==> src/rtl/multi_channel_debounce_pkg.sv <==
// multi_channel_debounce_pkg: shared defaults, level-FSM state type and width helper for the debouncer
package multi_channel_debounce_pkg;

    // Smallest bit width able to hold the value v (at least 1 bit).
    function automatic int bits_for(input int unsigned v);
        return (v < 2) ? 1 : $clog2(v + 1);
    endfunction

    localparam int DEF_NUM_CH      = 4;
    localparam int DEF_SYNC_STAGES = 2;
    localparam int DEF_THRESH_HI   = 10000000;
    localparam int DEF_THRESH_LO   = 2000000;
    localparam int DEF_CNT_W       = bits_for(DEF_THRESH_HI);
    localparam bit DEF_REPEAT_EN   = 1'b0;
    // 250 ms between repeat strobes at a 100 MHz clock.
    localparam int DEF_REPEAT_PER  = 25000000;

    typedef enum logic {
        LVL_LOW  = 1'b0,
        LVL_HIGH = 1'b1
    } lvl_state_t;

endpackage

==> src/rtl/debounce_channel.sv <==
// debounce_channel: one button channel - synchroniser, saturating integrator, hysteresis level FSM, strobes, auto-repeat
module debounce_channel
    import multi_channel_debounce_pkg::*;
#(
    parameter int SYNC_STAGES = DEF_SYNC_STAGES,
    parameter int CNT_W       = DEF_CNT_W,
    parameter int THRESH_HI   = DEF_THRESH_HI,
    parameter int THRESH_LO   = DEF_THRESH_LO,
    parameter bit REPEAT_EN   = DEF_REPEAT_EN,
    parameter int REPEAT_PER  = DEF_REPEAT_PER
) (
    input  logic clk,
    input  logic rst,
    input  logic btn,
    output logic level,
    output logic rise,
    output logic fall,
    output logic press_evt
);

    // The repeat timer is sized from its own period so a long repeat interval
    // never has to share the integrator width.
    localparam int RPT_W = bits_for(REPEAT_PER - 1);
    localparam logic [CNT_W-1:0] HI       = CNT_W'(THRESH_HI);
    localparam logic [CNT_W-1:0] LO       = CNT_W'(THRESH_LO);
    localparam logic [RPT_W-1:0] RPT_LAST = RPT_W'(REPEAT_PER - 1);

    logic [SYNC_STAGES-1:0] sync;
    logic                   s;
    logic [CNT_W-1:0]       cnt;
    lvl_state_t             state;
    lvl_state_t             next_state;
    logic                   level_d;
    logic [RPT_W-1:0]       rpt;
    logic                   rpt_hit;

    assign s = sync[SYNC_STAGES-1];

    // Plain flop chain bringing the asynchronous button into the clock domain.
    always_ff @(posedge clk or posedge rst) begin
        if (rst) sync <= '0;
        else     sync <= {sync[SYNC_STAGES-2:0], btn};
    end

    // Up/down integrator that saturates at HI and at zero instead of wrapping.
    always_ff @(posedge clk or posedge rst) begin
        if (rst)    cnt <= '0;
        else if (s) cnt <= (cnt >= HI) ? HI : cnt + 1'b1;
        else        cnt <= (cnt == '0) ? '0 : cnt - 1'b1;
    end

    // Level FSM state register.
    always_ff @(posedge clk or posedge rst) begin
        if (rst) state <= LVL_LOW;
        else     state <= next_state;
    end

    // Hysteresis: assert at the ceiling, release only once the count has fallen to LO.
    always_comb begin
        next_state = state;
        if (state == LVL_LOW && cnt >= HI)       next_state = LVL_HIGH;
        else if (state == LVL_HIGH && cnt <= LO) next_state = LVL_LOW;
    end

    // Debounced level is the FSM state itself, so it is glitch-free.
    always_comb begin
        level = (state == LVL_HIGH);
    end

    // Previous level, used to derive the one-cycle edge strobes.
    always_ff @(posedge clk or posedge rst) begin
        if (rst) level_d <= 1'b0;
        else     level_d <= level;
    end

    assign rise    = level & ~level_d;
    assign fall    = ~level & level_d;
    assign rpt_hit = REPEAT_EN & level & (rpt == RPT_LAST);

    // Repeat timer restarts from the press edge and wraps at every repeat strobe.
    always_ff @(posedge clk or posedge rst) begin
        if (rst)                  rpt <= '0;
        else if (!level || rise)  rpt <= '0;
        else if (rpt_hit)         rpt <= '0;
        else                      rpt <= rpt + 1'b1;
    end

    // Press strobe on the rising edge and on each repeat; gated by level so a
    // release coinciding with a repeat reports only the fall.
    always_comb begin
        press_evt = rise | rpt_hit;
    end

endmodule

==> src/rtl/multi_channel_debounce.sv <==
// multi_channel_debounce: NUM_CH independent debounce channels wired side by side
module multi_channel_debounce
    import multi_channel_debounce_pkg::*;
#(
    parameter int NUM_CH      = DEF_NUM_CH,
    parameter int SYNC_STAGES = DEF_SYNC_STAGES,
    parameter int CNT_W       = DEF_CNT_W,
    parameter int THRESH_HI   = DEF_THRESH_HI,
    parameter int THRESH_LO   = DEF_THRESH_LO,
    parameter bit REPEAT_EN   = DEF_REPEAT_EN,
    parameter int REPEAT_PER  = DEF_REPEAT_PER
) (
    input  logic              clk,
    input  logic              rst,
    input  logic [NUM_CH-1:0] btn,
    output logic [NUM_CH-1:0] level,
    output logic [NUM_CH-1:0] rise,
    output logic [NUM_CH-1:0] fall,
    output logic [NUM_CH-1:0] press_evt
);

    for (genvar i = 0; i < NUM_CH; i++) begin : g_ch
        debounce_channel #(
            .SYNC_STAGES (SYNC_STAGES),
            .CNT_W       (CNT_W),
            .THRESH_HI   (THRESH_HI),
            .THRESH_LO   (THRESH_LO),
            .REPEAT_EN   (REPEAT_EN),
            .REPEAT_PER  (REPEAT_PER)
        ) u_ch (
            .clk       (clk),
            .rst       (rst),
            .btn       (btn[i]),
            .level     (level[i]),
            .rise      (rise[i]),
            .fall      (fall[i]),
            .press_evt (press_evt[i])
        );
    end

endmodule
==> config.mk <==
export PLATFORM = sky130hd
export DESIGN_NAME = multi_channel_debounce
export DESIGN_NICKNAME = d
export VERILOG_FILES = /design/src/rtl/multi_channel_debounce_pkg.sv /design/src/rtl/debounce_channel.sv /design/src/rtl/multi_channel_debounce.sv
export SDC_FILE = /design/constraint.sdc
export NUM_CORES = 1
export LEC_CHECK = 0
export BUFFER_PORTS_ARGS = -buffer_cell sky130_fd_sc_hd__buf_2
export CORE_ASPECT_RATIO = 1.75
export CORE_MARGIN = 2
export CORE_UTILIZATION = 44
export CTS_CLUSTER_SIZE = 24
export DETAILED_ROUTE_END_ITERATION = 12
export MAX_ROUTING_LAYER = met4
export SYNTH_ARGS = -nofsm -noshare
export SYNTH_HDL_FRONTEND = slang
export SYNTH_SLANG_ARGS = --single-unit
==> constraint.sdc <==
create_clock -name clk -period 7.44 [get_ports clk]
set_clock_uncertainty 0.1 [all_clocks]
set_input_delay 0.372 -clock clk [delete_from_list [all_inputs] [get_ports clk]]
set_output_delay 0.372 -clock clk [all_outputs]
set_load 0.005 [all_outputs]
# [Yosys cells after proc, flatten, opt, wreduce, memory -nomap -nowiden]
# Cells that the tools add are included.
[op_classes] magnitude_cmp=8 mux=20 n_reduce_logical=16 bitwise=16 n_addsub=8
[op_table] op="24-bit two-way mux" count=12
[op_table] op="24-bit by 1-bit adder with 24-bit output (second input constant)" count=4
[op_table] op="24-bit >= comparator (second input constant)" count=4
[op_table] op="24-bit by 21-bit <= comparator with 1-bit output (second input constant)" count=4
[op_table] op="24-bit logical NOT" count=4
[op_table] op="24-bit by 1-bit subtractor with 24-bit output (second input constant)" count=4
[op_table] op="1-bit bitwise AND" count=8
[op_table] op="1-bit logical AND" count=8
[op_table] op="1-bit two-way mux" count=8
[op_table] op="1-bit inverter" count=8
[op_table] op="2-bit nonzero test" count=4
[totals] inputBits=6 output_inout_bits=16 ff_bits=112

# [Logic depth before layout (Yosys ltp)]
# Gate-level depths: netlist of the first run.
[depth] depth_word=4 depth_mapped=8 mapped_depth_nobuf=8

# [Cells and area by module]
# A second synthesis of the first run with hierarchy kept.
[unflattened] hier_cells=1054 hier_area_um2=8763.4
[modules_own_cells] module="debounce_channel (g_ch[0].u_ch ...)" seq_area_each_um2=700.7 instances=3 cells_per_inst=265 area_each_um2=2193.4
[modules_own_cells] module="debounce_channel (g_ch[1].u_ch)" seq_area_each_um2=700.7 instances=1 cells_per_inst=259 area_each_um2=2183.3

# [Worst setup path before layout of the first run]
# OpenSTA, ideal clock, no wires.
[synth_timing] path_type="register to register" from="register g_ch[1].u_ch.cnt[0]" to="register g_ch[1].u_ch.cnt[22]" path_buffers=0 synth_period_minus_slack_ps=2366 path_stages_with_launch=9 path_slack_ps=5074 required_time_ps=7219 arrival_time_ps=2145 cell_sequence="dfrtp_1 -> inv_1 -> ha_1 -> or3b_1 -> nor4b_4 -> nand4_1 -> nor3_1 -> o21ai_0 -> o22a_1"
[synth_between] elab_chain_cells=3 word_cells_on_any_way=7 cone_classes="add/sub: 2; order compare: 1; mux: 3; reduce/logical: 1"
[synth_rtl] item="start: declaration" line_no="debounce_channel.sv:30" source="logic [CNT_W-1:0] cnt;"
[synth_rtl] item="start signal: assignment" line_no="debounce_channel.sv:48" source="else if (s) cnt <= (cnt >= HI) ? HI : cnt + 1'b1;"
[synth_rtl] item="start signal: assignment" line_no="debounce_channel.sv:49" source="else cnt <= (cnt == '0) ? '0 : cnt - 1'b1;"
[synth_rtl] item="24-bit by 1-bit subtractor with 24-bit output, or another cell as far along" line_no="debounce_channel.sv:49"
[synth_rtl] item="24-bit two-way mux (on tied branches)" line_no="debounce_channel.sv:49, debounce_channel.sv:48"
[synth_rtl] item="24-bit two-way mux *" line_no="debounce_channel.sv:48"
# Every way passes the cells marked *; elsewhere a longest branch is shown, timed or not.
# A chain may end at the register's enable or synchronous reset.

# [Worst setup path in the final report of the first run]
[layout_timing] from="register g_ch[1].u_ch.cnt[14]" to="register g_ch[1].u_ch.cnt[3]"
[layout_between] elab_chain_cells=3 word_cells_on_any_way=5 cone_classes="order compare: 1; mux: 3; reduce/logical: 1"
[layout_rtl] item="24-bit >= comparator or 24-bit logical NOT (tied branches)" line_no="debounce_channel.sv:48, debounce_channel.sv:49"
[layout_rtl] item="24-bit two-way mux (on tied branches)" line_no="debounce_channel.sv:48, debounce_channel.sv:49"
[layout_rtl] item="24-bit two-way mux *" line_no="debounce_channel.sv:48"
# Marked as above.

==> impl_summary.md, run 1 <==
Critical path
The worst setup path is captured at a flip-flop. The most numerous cell on the critical path is a41o_1. Among cell families on the critical path, the largest total delay comes from compound AO/OA/AOI/OAI gates. Data on the critical path is required at its endpoint by 7610 ps. The slowest stage cell on the critical path is nor4_1. The signal on the critical path passes through nor4_1 > and4_1 > a41o_1 > nor2_1 > a41o_1 > a221o_1. The category of the worst setup path launch point is a flip-flop. The class of the most critical setup path is reg2reg. Together, buffers and inverters on the worst path number 0. For this run, the slowest stage of the critical path takes 710 ps. STA puts the critical path data arrival time at 3230 ps. The critical-path maximum fanout is 21.

Clocking
The count of instances resized after the clock tree is built is 0. CTS built an H-tree with a depth of 3. The root buffer cell chosen for the clock tree is clkbuf_16. The clock-pin transition on the worst setup and hold timing paths is 80 ps. TritonCTS built the clock tree. The number of CTS-inserted buffers is 9. The longest clock path from root to sink contains 2 buffers. The clock insertion delay at the later pin of the skew report is 380 ps. Counting every sink on the clock net gives 112.

Die
Measured along the y axis, the die boundary spans 189 µm. The region available for standard cell placement spans 0.0192 mm². The floorplan has 67 rows. Measured along the x axis, the die boundary spans 110 µm. The die covers 0.0208 mm². For this configuration, the core starts out at a cell density of 45.0%. The count of boundary I/O pins is 22.

Synthesis
Of the total synthesized cell area, the portion taken by XOR and XNOR cells is 0%. Synthesis inferred 112 register bits. The mux cell area share after synthesis is 0.362%.

After synthesis, the mean cell area works out to 8.09 µm². Synthesis handed over a netlist of 1067 instances. The fraction of registers with async set or reset after synthesis is 100%. In the synthesized netlist the dominant register cell turns out to be dfrtp_1.

The mapped cell area is 0.00864 mm². The main combinational cell family by area after synthesis is simple AND/OR/NAND/NOR gates. The number of nets handed over by synthesis was 1085. The complex-gate fraction of the synthesized area is 28.5%. The synthesis warning total is 0.

In this run, synthesis inferred 0 flip-flops with an integrated enable. The post-synthesis cell type count is 89. The synthesized netlist devotes 29.0% of its cell area to simple gates. Of the synthesized area, sequential elements account for 32.4%. The adder and majority gate portion of the synthesized area is 1.74%.

Timing
The final-report hold violation count came to 14. The highest clock frequency the design can meet is 327 MHz. The transition time at the pin with the least slew margin is 988 ps. After routing, the total negative slack on setup checks comes to 0 ps.

The final hold slack is -5.96 ps. The final setup violation count is 0. Setup repair after global routing left no endpoint under its margin.

The number of pins with negative max-slew slack in the final report is 0. The worst slew margin relative to its limit is 33.4%. In the finished design, the share of the clock period the worst path needs comes to 41.1%.

The clock period minus worst slack is 3060 ps.

Routing
The routed via count is 8270. The number of iterations in the first detailed-routing pass is 5. The detailed-route wire length is 24.4 mm. In this run the remaining antenna-violating nets after routing total 0. In the routed design, unresolved DRC markers number 0. In this run, the number of DRC markers left after iteration 0 of detailed routing was 533. The detail-routed via count per cell is 6.63.

In the final routed layout, each cell accounts on average for 19.5 µm.

Job
Across the run, the number of max-cap violations was 0.

Cells and area
The post-route netlist has 9.83% of its cells at a drive strength greater than 1. The multi-input combinational cells in the finished layout cover a total of 0.00516 mm². The final cell count without fillers is 1248. The area growth from synthesis to layout is 3.17%.

The repair_antennas step left the layout with diodes totalling 0. The number of filler cells placed in the layout is 1899. The final layout contains 1020 nets. The most frequent standard cell in the layout excluding fill and tap cells is dfrtp_1.

The flip-flop and latch area is 0.00280 mm². The final design utilization is 46.4%. In the layout the commonest cells are 112 x dfrtp_1, 100 x nand2_1, 93 x nor2_1, 56 x a21oi_1, 49 x o21ai_0.

Global route
The number of antenna violations at the first check in global routing came to 0. The combined global-route utilization of all metal layers is 25.4%. The via count of the first global-routing pass is 8246. The largest net degree at the start of global routing is 63. The wire length of the first global-routing pass is 41.0 mm. After global routing the overflow that remains totals 0.

Pwr
Dividing total power by cell area gives a power density of 295 mW/mm². Summed over all cells, the static leakage comes to 3.55 nW. IR analysis of the VDD net gives a maximum drop of 149 µV. The total power is 2.63 mW.

Placement
During placement, the flow inserted port buffers numbering 21. The number of placed instances, taps included, is 1228. The congestion estimate from routability-driven global placement came to 0.909. The post-detailed-placement half-perimeter wirelength is 17.0 mm.

Status
The flow ran to the end, but the final reports show violations. The final reports fail on hold timing.

Min path
The worst min-delay path category is in2async.
where the power goes:
part	internal [mW]	total (mW)	switching, mW	leakage [nW]
Sequential	0.782	1.21	0.428	1.43
Clock	0.270	0.542	0.272	0.150
Combinational	0.381	0.881	0.500	1.97
Total	1.43	2.63	1.20	3.55
synth_stat cells, types with 25 or more instances:
| cell | count | area (µm²) |
|---|---|---|
| inv_1 | 32 | 120 |
| clkbuf_1 | 60 | 225 |
| a221oi_1 | 25 | 219 |
| o21ai_0 | 50 | 250 |
| nand2_1 | 100 | 375 |
| buf_4 | 25 | 188 |
| nand4_1 | 25 | 156 |
| nor3_1 | 42 | 210 |
| nor2_1 | 93 | 349 |
| a21oi_1 | 56 | 280 |
| nor4_1 | 32 | 200 |
| dfrtp_1 | 112 | 2800 |
| nand3_1 | 40 | 200 |
final cells by class:
| cell class | count | area share [%] |
|---|---|---|
| Multi-Input combinational cell | 813 | 57.9 |
| Sequential cell | 112 | 31.5 |
| Tap cell | 241 | 3.38 |
| Clock buffer | 9 | 2.53 |
| Timing Repair Buffer | 33 | 2.30 |
| Inverter | 33 | 1.42 |
| Clock inverter | 7 | 0.969 |
cell families (layout without fill, tap and decap cells):
group                      count (synthesis)  count (layout)
muxes                                      3               3
DFF                                      112             112
AOI/OAI and AO/OA                        335             335
buffers and inverters                    142              82
adders and majority gates                 12              12
and+or+nand+nor                          463             463
state kept, by name (all words and copies together), names as in the netlist:
signal             count
g_ch.u_ch.sync         8
g_ch.u_ch.level        4
g_ch.u_ch.cnt         96
g_ch.u_ch.level_d      4
worst reg2reg max path, stage by stage, from the launching register on:
cell	delay, ps
dfrtp_1	470
nor4_1	710
and4_1	350
a41o_1	710
nor2_1	120
a41o_1	230
a221o_1	260
metrics by stage:
stage / setup slack [ps] / instance area (µm²)
finish: 4380 / 8910
global route: 4250 / 8910
CTS: 4430 / 8910
detailed placement: 4450 / 8560
global placement: 4540 / 8560
floorplan: 4010 / 8640
timing repair:
action | in CTS | in global routing
hold buffers | 4 | 0
setup buffers | 0 | 0
endpoints found under the hold margin | 4 | 0
worst paths after layout:
path / cells after the start / to / start / slack (ps)
max: 6 / g_ch[1].u_ch.cnt[3] / g_ch[1].u_ch.cnt[14] / 4380
min: 2 / g_ch[3].u_ch.cnt[7] / rst / -6
max reg2reg: 6 / g_ch[1].u_ch.cnt[3] / g_ch[1].u_ch.cnt[14] / 4380
min reg2reg: 0 / g_ch[3].u_ch.sync[1] / g_ch[3].u_ch.sync[0] / 250
max in group asynchronous: 3 / g_ch[0].u_ch.cnt[19] / rst / 5970
min in group clk: 0 / g_ch[3].u_ch.sync[1] / g_ch[3].u_ch.sync[0] / 250
per-layer routing:
layer | wire length [µm] | share of wire [%] | GRT usage, %
met5 | 0 | 0 | -
met4 | 1120 | 4.6 | 14.8
met3 | 787 | 3.2 | 3.10
met2 | 12600 | 52 | 42.7
met1 | 9840 | 40 | 28.1
Power figures use the tool's default switching activity.
==> run 2, diff against run 1 <==
- ABC_AREA: default -> 1
- clock period: 7.44 -> 2.8 ns (I/O delays scaled with it)
==> run 2 against run 1 <==
  * The flow now finishes without violations
  * Sequential power rose to 2.8 times the previous value
  * Area after synthesis rose by 18%
  * Cell area rose by 17%
  * Sequential cell count did not move
  * Routed wire length rose by 18%
  * Global-route usage fell by 0.19 points
  * Count of clock-buffer cells in the layout did not move
  * Largest power group is now combinational logic
==> impl_summary.md, run 2 <==
Clocking
The number of buffers between clock root and the deepest sink is 2. In this run, post-CTS repair resized a total of 0 instances. CTS placed an instance of clkbuf_16 at the clock tree root.

The clock insertion delay at the later pin of the skew report is 390 ps. The post-CTS setup repair buffer count is 0. The clock sink total is 112. Buffers inserted during clock tree synthesis total 9. After clock tree synthesis, the clock-pin slew on the worst setup and hold paths is 80 ps. The number of H-tree levels is 3.

TritonCTS built the clock tree.

Synthesis
For this run, the leading register cell type out of synthesis is dfrtp_1. Of the synthesized area, sequential elements account for 27.5%. The post-synthesis register bit count is 112. The cell area that synthesis handed to floorplanning was 0.0102 mm². Dividing the synthesized area by the synthesized cell count gives 6.24 µm².

The synthesized design spends more area on one cell type than any other, namely dfrtp_1. After synthesis, the share of flip-flops with an asynchronous set or reset is 100%. The area share of the largest cell type after synthesis is 27.5%.

Ranked by instance count, the synthesized netlist is headed by 541 x nand2_1, 223 x nor2_1, 186 x inv_1, 176 x nand3_1, 112 x dfrtp_1. The number of enable-type register cells in the synthesized netlist is 0. The cell count after synthesis came out at 1631. The post-synthesis cell type count is 33. During synthesis, Yosys emitted a total of 0 warnings. In the post-synthesis netlist, the cell with the most instances is nand2_1. Sorting the synthesized cells by area gives the leading types as dfrtp_1 28%, nand2_1 20%, nand3_1 8.7%, nor2_1 8.2%, inv_1 6.9%.

The number of nets in the synthesized netlist is 1649.

Timing
Static timing analysis puts the maximum clock frequency at 436 MHz. Setup slack on the critical path of the routed design comes to 508 ps. The clock period minus worst slack is 2290 ps. In the final timing run, aggregate negative setup slack is 0 ps. Setup repair after global routing left no endpoint under its margin. The worst slew margin relative to its limit is 28.8%. The number of pins with negative max-slew slack in the final report is 0. The tightest hold path in the finished design has a slack of 254 ps. The final setup violation count is 0. The transition time at the pin with the least slew margin is 1070 ps. The final critical path takes up 81.9% of the cycle. The final-report hold violation count is 0.

Cells and area
Summing all multi-input logic gate instances after layout gives 0.00608 mm². The number of diodes is 0. Of the cells placed in the final design, the portion with a size suffix greater than 1 is 8.30%. The final cell count without fillers is 1902. In the final layout, the registers with the most flip-flops are g_ch.u_ch.cnt: 96 flops, g_ch.u_ch.sync: 8 flops.

The register with the most flip-flops in the layout has 96 of them. The net count reported at finish is 1616. The top cell types in the final layout, fill and taps aside, are 541 x nand2_1, 223 x nor2_1, 185 x inv_1, 176 x nand3_1, 112 x dfrtp_1.

Counting flops per register, the top entry is g_ch.u_ch.cnt. The sequential cells in the finished layout cover a total of 0.00280 mm². The area growth from synthesis to layout is 2.56%. Leaving out fill and tap cells, the most frequent cell in the layout is nand2_1. The number of filler cells placed in the layout is 2406.

Pwr
For this design the ratio of total power to cell area is 933 mW/mm². The leakage power summed over all cells is 5.37 nW. The peak supply drop is 403 µV.

Power comes to 9.74 mW.

Die
The area of the die is 0.0244 mm². The count of boundary I/O pins is 22. The number of standard-cell rows in the floorplan is 73.

In this run the horizontal extent of the chip is 119 µm. The floorplan step defined a core boundary enclosing 0.0227 mm². The starting density of the core is 44.8%.

The die is 205 µm tall.

Routing
The detailed-route wire length is 28.8 mm. The number of design rule violations left after detail routing is 0. The detail-routed via count per cell is 5.19. Across all layers, the routed design uses 9864 vias. The number of DRC markers after the initial detailed-route iteration is 566. The antenna violation net count after detailed routing is 0. After detailed routing, the average wire length per cell comes to 15.1 µm. The pre-antenna-repair detailed-routing pass consisted of 5 iterations.

Global route
The total overflow left after global routing is 0. The first global-routing pass estimated 47.5 mm of wire. The combined global-route utilization of all metal layers is 25.2%. The number of antenna violations at the first check in global routing was 0. The via count of the first global-routing pass is 9817. Entering global routing, the biggest net connects 113 pins.

Critical path
The critical-path maximum fanout is 23. The worst flop-to-flop path startpoint is g_ch[0].u_ch.cnt[0]. The register-to-register setup slack is 510 ps. The critical path capture point type is a flip-flop. At the worst endpoint, the arrival time is 2520 ps. The category of the worst setup path launch point is a flip-flop.

The endpoint of the worst-slack reg-to-reg timing path is g_ch[0].u_ch.cnt[5]. The depth of the worst register-to-register path is 9. By startpoint and endpoint, the worst setup path is classified as reg2reg. The required time of the worst setup path is 3020 ps.

Placement
At the end of routability-driven placement, the weighted congestion stood at 0.969. The post-detailed-placement half-perimeter wirelength is 21.6 mm. Including well taps, the total number of placed cells is 1882. Before CTS, the worst setup slack after placement is 510 ps. The count of port buffers added during placement is 21.

Job
The number of maximum-capacitance constraint violations is 0.

Min path
The launch instance of the worst min-delay path is g_ch[0].u_ch.sync[0]. The worst hold path was traced through 0 stages. In this run the worst hold path is classified as reg2reg. The path with the worst hold slack has its endpoint at g_ch[0].u_ch.sync[1].

Status
The run finished with clean final reports.
==> run 2: layout make-up <==
class | count | share of cell area [%]
tap | 300 | 3.60
clock buffer | 9 | 2.16
timing repair buffer | 27 | 1.68
clock inverter | 6 | 0.443
multi-input combinational | 1254 | 58.3
inverter | 194 | 7.01
sequential | 112 | 26.8
==> run 2: cells by family (layout without fill, tap and decap cells) <==
family | after synthesis | count (layout) | share of synthesized area [%]
AOI/OAI and AO/OA | 75 | 75 | 4.06
DFF | 112 | 112 | 27.5
buffers and inverters | 265 | 236 | 12.7
adders and majority gates | 12 | 12 | 1.47
and+or+nand+nor | 1083 | 1083 | 47.0
xor gates and xnor gates | 84 | 84 | 7.23
==> run 2: per-layer routing <==
layer	track usage [%]	wire, µm
met1	25.1	11100
met2	46.8	15200
met3	2.69	805
met4	15.1	1610
met5	-	0
==> run 2: critical path: stages, from the launching register on <==
cell     delay [ps]
dfrtp_1         420
inv_1           140
ha_1            240
nand2_1          70
nor2_1           50
nand2_1          80
nor2_2           50
nor2_2          800
nand3_1         150
nand2_1         120
==> run 2: how the worst max path moves through the flow <==
stage	start	to	slack [ps]	cells past startpoint
finish	g_ch[0].u_ch.cnt[0]	g_ch[0].u_ch.cnt[5]	510	9
global route	g_ch[0].u_ch.cnt[0]	g_ch[0].u_ch.cnt[19]	230	9
CTS	g_ch[0].u_ch.cnt[0]	g_ch[0].u_ch.cnt[16]	480	9
detailed placement	g_ch[0].u_ch.cnt[0]	g_ch[0].u_ch.cnt[5]	510	9
global placement	g_ch[0].u_ch.cnt[0]	g_ch[0].u_ch.cnt[5]	530	9
floorplan	g_ch[3].u_ch.cnt[0]	g_ch[3].u_ch.cnt[18]	1090	8
==> run 2: what timing repair did <==
action	in CTS	in global routing
hold endpoints to repair	116	0
hold buffers	5	0
endpoints found under the setup margin	0	0
==> run 2: where the power goes <==
group	leakage [nW]	total (mW)	internal (mW)	switching (mW)
combinational	3.78	5.02	1.73	3.29
sequential	1.46	3.41	2.20	1.22
clock	0.128	1.30	0.605	0.698
total	5.37	9.74	4.53	5.20
==> run 2: per-stage QoR <==
step / utilization [%] / area, µm²
global placement: 44.5 / 10100
global route: 45.9 / 10400
detailed placement: 44.5 / 10100
floorplan: - / 10200
finish: 45.9 / 10400
CTS: 45.9 / 10400
